===== config.mk =====
export PLATFORM = sky130hd
export DESIGN_NAME = logo_pixel_pipe_flat
export DESIGN_NICKNAME = d
export VERILOG_FILES = /design/src/rtl/logo_pixel_pipe_if.sv /design/src/rtl/logo_pixel_pipe.sv /design/src/flat_wrapper.sv
export SDC_FILE = /design/constraint.sdc
export NUM_CORES = 1
export LEC_CHECK = 0
export CORE_AREA = 2 2 141 143
export DETAILED_ROUTE_END_ITERATION = 16
export DIE_AREA = 0 0 143 145
export PLACE_DENSITY = 0.46
export SLEW_MARGIN = 5
export SYNTH_ARGS = -nofsm -noshare
export SYNTH_HDL_FRONTEND = slang
export SYNTH_SLANG_ARGS = --single-unit
export TNS_END_PERCENT = 20

===== constraint.sdc =====
create_clock -name Clk -period 12.9 [get_ports Clk]
set_clock_uncertainty 0.05 [all_clocks]
set_input_delay 1.29 -clock Clk [delete_from_list [all_inputs] [get_ports Clk]]
set_output_delay 1.29 -clock Clk [all_outputs]
set_load 0.01 [all_outputs]

===== src/rtl/logo_pixel_pipe_if.sv =====
// Pixel-side bundle between the logo locator, the logo ROM, the pixel pipe and the colour mapper.
// Strobe semantics: there is no ready; every input is sampled only on a Clk where pixel_en=1
// (frame_start on its own Clk), and every output holds its value until the next strobe.
interface logo_pixel_pipe_if;
    logic        pixel_en;
    logic        frame_start;
    logic [1:0]  RoomNum;
    logic        is_logo;
    logic [15:0] logo_address;
    logic [15:0] rom_addr;
    logic [3:0]  rom_data;
    logic        logo_valid;
    logic [23:0] logo_rgb;

    modport slave (
        input  pixel_en, frame_start, RoomNum, is_logo, logo_address, rom_data,
        output rom_addr, logo_valid, logo_rgb
    );

    modport master (
        output pixel_en, frame_start, RoomNum, is_logo, logo_address, rom_data,
        input  rom_addr, logo_valid, logo_rgb
    );
endinterface


===== src/rtl/logo_pixel_pipe.sv =====
// Two-stage logo pixel pipeline (ROM fetch, palette + brightness) with a frame-synchronous
// fade envelope driven by the start-screen room.
module logo_pixel_pipe #(
    parameter int FADE_FRAMES = 4,
    parameter bit FADE_EN     = 1'b1
) (
    input  logic              Clk,
    input  logic              Reset,
    logo_pixel_pipe_if.slave  bus,
    output logic [1:0]        dbg_state,
    output logic [4:0]        dbg_level
);

    typedef enum logic [1:0] {
        HIDDEN   = 2'd0,
        FADE_IN  = 2'd1,
        SHOWN    = 2'd2,
        FADE_OUT = 2'd3
    } fade_state_t;

    localparam logic [7:0] CNT_LAST  = 8'(FADE_FRAMES - 1);
    // The frame that starts a ramp already counts as its first frame.
    localparam logic [7:0] CNT_ENTRY = (FADE_FRAMES > 1) ? 8'd1 : 8'd0;
    localparam logic [4:0] LEVEL_MAX = 5'd16;

    fade_state_t state, state_nxt;
    logic [4:0]  level, level_nxt;
    logic [7:0]  cnt, cnt_nxt;
    logic        home;

    logic        v1;
    logic [23:0] pal_rgb;
    logic [23:0] scaled_rgb;
    logic        vis;

    assign home      = (bus.RoomNum == 2'd0);
    assign dbg_state = state;
    assign dbg_level = level;

    always_ff @(posedge Clk or negedge Reset) begin
        if (!Reset) begin
            state <= HIDDEN;
            level <= 5'd0;
            cnt   <= 8'd0;
        end else begin
            state <= state_nxt;
            level <= level_nxt;
            cnt   <= cnt_nxt;
        end
    end

    always_comb begin
        state_nxt = state;
        level_nxt = level;
        cnt_nxt   = cnt;
        if (bus.frame_start) begin
            case (state)
                HIDDEN: begin
                    if (home) begin
                        state_nxt = FADE_IN;
                        cnt_nxt   = CNT_ENTRY;
                    end
                end
                FADE_IN: begin
                    if (!home) begin
                        state_nxt = FADE_OUT;
                        cnt_nxt   = CNT_ENTRY;
                    end else if (!FADE_EN) begin
                        state_nxt = SHOWN;
                        level_nxt = LEVEL_MAX;
                        cnt_nxt   = 8'd0;
                    end else if (cnt >= CNT_LAST) begin
                        cnt_nxt = 8'd0;
                        if (level < LEVEL_MAX) level_nxt = level + 5'd1;
                        if (level >= LEVEL_MAX - 5'd1) state_nxt = SHOWN;
                    end else begin
                        cnt_nxt = cnt + 8'd1;
                    end
                end
                SHOWN: begin
                    if (!home) begin
                        state_nxt = FADE_OUT;
                        cnt_nxt   = CNT_ENTRY;
                    end
                end
                FADE_OUT: begin
                    if (home) begin
                        state_nxt = FADE_IN;
                        cnt_nxt   = CNT_ENTRY;
                    end else if (!FADE_EN) begin
                        state_nxt = HIDDEN;
                        level_nxt = 5'd0;
                        cnt_nxt   = 8'd0;
                    end else if (cnt >= CNT_LAST) begin
                        cnt_nxt = 8'd0;
                        if (level > 5'd0) level_nxt = level - 5'd1;
                        if (level <= 5'd1) state_nxt = HIDDEN;
                    end else begin
                        cnt_nxt = cnt + 8'd1;
                    end
                end
                default: state_nxt = HIDDEN;
            endcase
        end
    end

    always_comb begin
        pal_rgb = 24'hFF00FF;
        case (bus.rom_data)
            4'd0: pal_rgb = 24'h000000;
            4'd1: pal_rgb = 24'hFFFFFF;
            4'd2: pal_rgb = 24'h000000;
            4'd3: pal_rgb = 24'hB13425;
            4'd4: pal_rgb = 24'h6A6B04;
            default: pal_rgb = 24'hFF00FF;
        endcase
    end

    // 8x5 product held in 13 bits; bits [11:4] are the faded channel.
    function automatic logic [7:0] scale_ch(input logic [7:0] ch, input logic [4:0] lvl);
        logic [12:0] prod;
        prod = 13'(ch) * 13'(lvl);
        return 8'(prod >> 4);
    endfunction

    assign scaled_rgb = {scale_ch(pal_rgb[23:16], level),
                         scale_ch(pal_rgb[15:8],  level),
                         scale_ch(pal_rgb[7:0],   level)};
    assign vis = v1 && (bus.rom_data != 4'd0) && (level != 5'd0);

    always_ff @(posedge Clk or negedge Reset) begin
        if (!Reset) begin
            bus.rom_addr   <= 16'd0;
            v1             <= 1'b0;
            bus.logo_valid <= 1'b0;
            bus.logo_rgb   <= 24'd0;
        end else if (bus.pixel_en) begin
            bus.rom_addr   <= bus.is_logo ? bus.logo_address : 16'd0;
            v1             <= bus.is_logo;
            bus.logo_valid <= vis;
            bus.logo_rgb   <= vis ? scaled_rgb : 24'd0;
        end
    end

endmodule


===== src/flat_wrapper.sv =====
// flat-port wrapper written by rule: the top's interface ports become plain ports
module logo_pixel_pipe_flat 
#(
    parameter int FADE_FRAMES = 4,
    parameter bit FADE_EN     = 1'b1
)
  (Clk, Reset, dbg_state, dbg_level, bus_pixel_en, bus_frame_start, bus_RoomNum, bus_is_logo, bus_logo_address, bus_rom_data, bus_rom_addr, bus_logo_valid, bus_logo_rgb);
  logo_pixel_pipe_if bus_i ();
  input  logic Clk;
  input  logic Reset;
  output logic [1:0] dbg_state;
  output logic [4:0] dbg_level;
  input wire logic [$bits(bus_i.pixel_en)-1:0] bus_pixel_en;
  input wire logic [$bits(bus_i.frame_start)-1:0] bus_frame_start;
  input wire logic [$bits(bus_i.RoomNum)-1:0] bus_RoomNum;
  input wire logic [$bits(bus_i.is_logo)-1:0] bus_is_logo;
  input wire logic [$bits(bus_i.logo_address)-1:0] bus_logo_address;
  input wire logic [$bits(bus_i.rom_data)-1:0] bus_rom_data;
  output wire logic [$bits(bus_i.rom_addr)-1:0] bus_rom_addr;
  output wire logic [$bits(bus_i.logo_valid)-1:0] bus_logo_valid;
  output wire logic [$bits(bus_i.logo_rgb)-1:0] bus_logo_rgb;
  assign bus_i.pixel_en = bus_pixel_en;
  assign bus_i.frame_start = bus_frame_start;
  assign bus_i.RoomNum = bus_RoomNum;
  assign bus_i.is_logo = bus_is_logo;
  assign bus_i.logo_address = bus_logo_address;
  assign bus_i.rom_data = bus_rom_data;
  assign bus_rom_addr = bus_i.rom_addr;
  assign bus_logo_valid = bus_i.logo_valid;
  assign bus_logo_rgb = bus_i.logo_rgb;
  logo_pixel_pipe #(.FADE_FRAMES(FADE_FRAMES), .FADE_EN(FADE_EN)) u_core (.Clk(Clk), .Reset(Reset), .bus(bus_i), .dbg_state(dbg_state), .dbg_level(dbg_level));
endmodule

==> impl_results.md <==
* DRT Pass-1 Iters at 4
* Reg clk slew, reported paths at 0.05 ns
* Worst path max stage delay at approximately 0.84 ns
* RSZ-0062 raised after global routing: false
* Worst min path class: reg -> reg
* DR vias at 4,557
* Fmax at 165.0 MHz
* Number of H-tree levels at 3
* Clock Sink Count at 57
* Worst reg-to-reg path cell count at 16
* Port buffer count at 74
* DIE AREA at 20,740 um2
* Routability Congestion at between 0.8 and 0.9
* Die width at 143 um
* YS warnings at 0
* Critical path type: in -> reg
* TritonCTS clock tree: yes
* Commonest non-fill, non-tap cells in the layout: inv_1, clkdlybuf4s50_1, ha_1, dfrtp_1, fa_1
* First-pass GRT wire length at 22.85 mm
* Sequential element share of the synthesized area at 24.98%
* Tmin final at between 6 and 7 ns
* Fraction of registers with async set/reset at 100.0%
* Hold EP: u_core.cnt[1]
* Max cap viols at 0
* Number of flops mapped to enable cells by yosys at 0
* CTS Buf Count at 9
* Worst EP arrival at 6.21 ns
* HPWL after DPL at 10.49 mm
* Share of cells above drive strength 1 at 5.957%
* DRT Wirelength at 13.79 mm
* Critical-path cell list: clkdlybuf4s50_1, nor2_1, nand2b_1, and2_1, inv_1, fa_1, inv_1, fa_1, inv_1, fa_1, inv_1, ha_1, a21oi_1, o21ai_0, a21o_1, a41oi_1, xnor2_1, o22ai_1
* N_diodes at 0
* Max_slew headroom at 47.63%
* Mean Syn Cell Area at 8.949 um2
* Vias in the first global route at 4,543
* # DRC at 0
* Number of core rows at 51
* Post-CTS Setup Bufs at 0
* Largest net degree at the start of global routing at 60
* Slowest cell on the critical path: clkdlybuf4s50_1
* Vias per cell at 4.698
* Post-CTS sizing at 0
* Setup TNS at 0 ns
* CTS root buf: clkbuf_16
* Initial core utilization at 29.72%
* Nets@finish at 837
* ANT nets after route at 0
* R2R Setup Slk at 8.05 ns
* Post-synth net total at 775
* Status: completed
* Antenna violations before repair at 0
* Commonest non-fill, non-tap cell in the layout: inv_1
* Area grow syn2layout at 22.27%
* Wire per inst at 14.21 um
* Final worst-path cycle share at 46.99%
* Distinct cells, synth at 62
* Top cell by count, worst path: inv_1
* Post-Syn Area at 5709 um2
* R2R Path End: u_core.bus.logo_rgb[6]
* R2R Path Start: u_core.dbg_level[3]
* Global-route usage over all layers at 13.79%
* Crit path required time at 13.05 ns
* Post-Syn Instances at around 640
* Final Setup Violations at 0
* Worst-margin pin slew at 0.7856 ns
* Max Root-Sink Buffers at 2
* Hold Fails Final Rpt at 0
* Initial drt markers at 188
* IO Pins at 75
* Worst Path Max Fanout at 13
* Worst setup EP type: flop
* Min-Delay Startpoint: u_core.cnt[1]
* Setup crit start kind: input port
* FF+latch count, synth at 57
* Hold_buf cts at 0
* Total grt overflow at 0
* Fin. max-slew vios at 0
* Core footprint at 19,210 um2
* WHS Path Cells at 2
* Die Y at 145 um
* Layout fillers at 1,981
* Post-synth top flop: dfrtp_1
* Clk_lat worst skew at 0.34 ns
[per-stage QoR]
step,instances,cell area (um2),hold WS (ns),utilization (%),setup WS (ns)
4_1_cts,970,6980,0.4638,36.34,6.838
2_1_floorplan,638,5709,0.4181,-,7.512
3_3_place_gp,954,6684,0.4394,34.80,6.568
6_report,970,6980,0.4651,36.34,6.839
3_5_place_dp,954,6684,0.4516,34.80,6.492
5_1_grt,970,6980,0.5000,36.34,6.435
[critical path: cells and delay by family]
kind	cells	cell delay [ns]
fa+ha+maj	4	1.98
xor+xnor	1	0.17
buf+inv	5	1.08
simple gates	3	0.80
compound gates	5	0.88
[logic make-up (layout without fill, tap and decap cells)]
group                    Yosys count  count (layout)  share of synthesized area [%]
AO/OA/AOI/OAI                    123             123                          14.68
flip-flops                        57              57                          24.98
multiplexers                       8               8                          1.468
AND/OR/NAND/NOR                  148             148                          13.54
buffers and inverters            155             222                          10.41
XOR/XNOR                          37              37                          5.676
adder cells (fa/ha/maj)          110             110                          29.24
[worst max path at each step]
stage	start	to	slack (ns)	depth (start not counted)
finish	bus_rom_data[3]	u_core.bus.logo_rgb[23]	6.84	18
global route	bus_rom_data[3]	u_core.bus.logo_rgb[23]	6.44	18
CTS	bus_rom_data[1]	u_core.bus.logo_rgb[6]	6.84	17
detailed placement	bus_rom_data[3]	u_core.bus.logo_rgb[23]	6.49	18
global placement	bus_rom_data[1]	u_core.bus.logo_rgb[7]	6.57	18
floorplan	bus_rom_data[3]	u_core.bus.logo_rgb[14]	7.51	16
[cell type report]
| type | count | area [um2] | share of cell area, % |
|---|---|---|---|
| Clock buffer | 10 | 239.0 | 3.424 |
| Clock inverter | 6 | 57.56 | 0.8245 |
| Inverter | 129 | 484.2 | 6.937 |
| Multi-Input combinational cell | 426 | 3689 | 52.84 |
| Sequential cell | 57 | 1426 | 20.43 |
| Tap cell | 265 | 331.6 | 4.750 |
| Timing Repair Buffer | 77 | 753.2 | 10.79 |
[registers in the layout (all words and copies together), names as in the netlist]
signal                 count
u_core.v1                  1
u_core.bus.logo_valid      1
u_core.dbg_level           5
u_core.bus.rom_addr       16
u_core.cnt                 8
u_core.bus.logo_rgb       24
u_core.dbg_state           2
[layer usage]
| metal | share of wire, % | track usage [%] |
|---|---|---|
| met4 | 2.0 | 5.495 |
| met5 | 0 | 0 |
| met2 | 46 | 21.48 |
| met1 | 48 | 18.98 |
| met3 | 4.2 | 2.310 |
[cells in the mapped netlist (all sizes together) (2+ instances only)]
cell	count	area [um2]
a31oi	2	12.51
mux2	3	33.78
fa	39	780.8
a31o	2	17.52
or3	2	12.51
dfrtp	57	1426
o31ai	2	28.78
o211ai	2	28.78
buf	6	35.03
o22ai	23	143.9
and2	14	87.58
inv	129	484.2
nor2	27	103.9
nor3	7	40.04
o311ai	2	25.03
nand4	2	12.51
a21oi	23	126.4
a41o	2	20.02
nor4	3	33.78
clkbuf	20	75.07
or4	2	18.77
nand3	20	100.1
nand2b	11	68.82
a211oi	4	30.03
o21a	2	15.01
a41oi	5	51.30
o21ai	34	170.2
xor2	19	166.4
nor2b	3	18.77
ha	71	888.4
and3	12	76.33
o211a	2	20.02
nand2	38	145.1
o21bai	3	22.52
a21o	9	67.56
mux2i	5	50.05
xnor2	18	157.7
nor3b	2	15.01
Power is not shown: default switching activity piles up to over one toggle a cycle in this logic, so the estimate is an artifact.
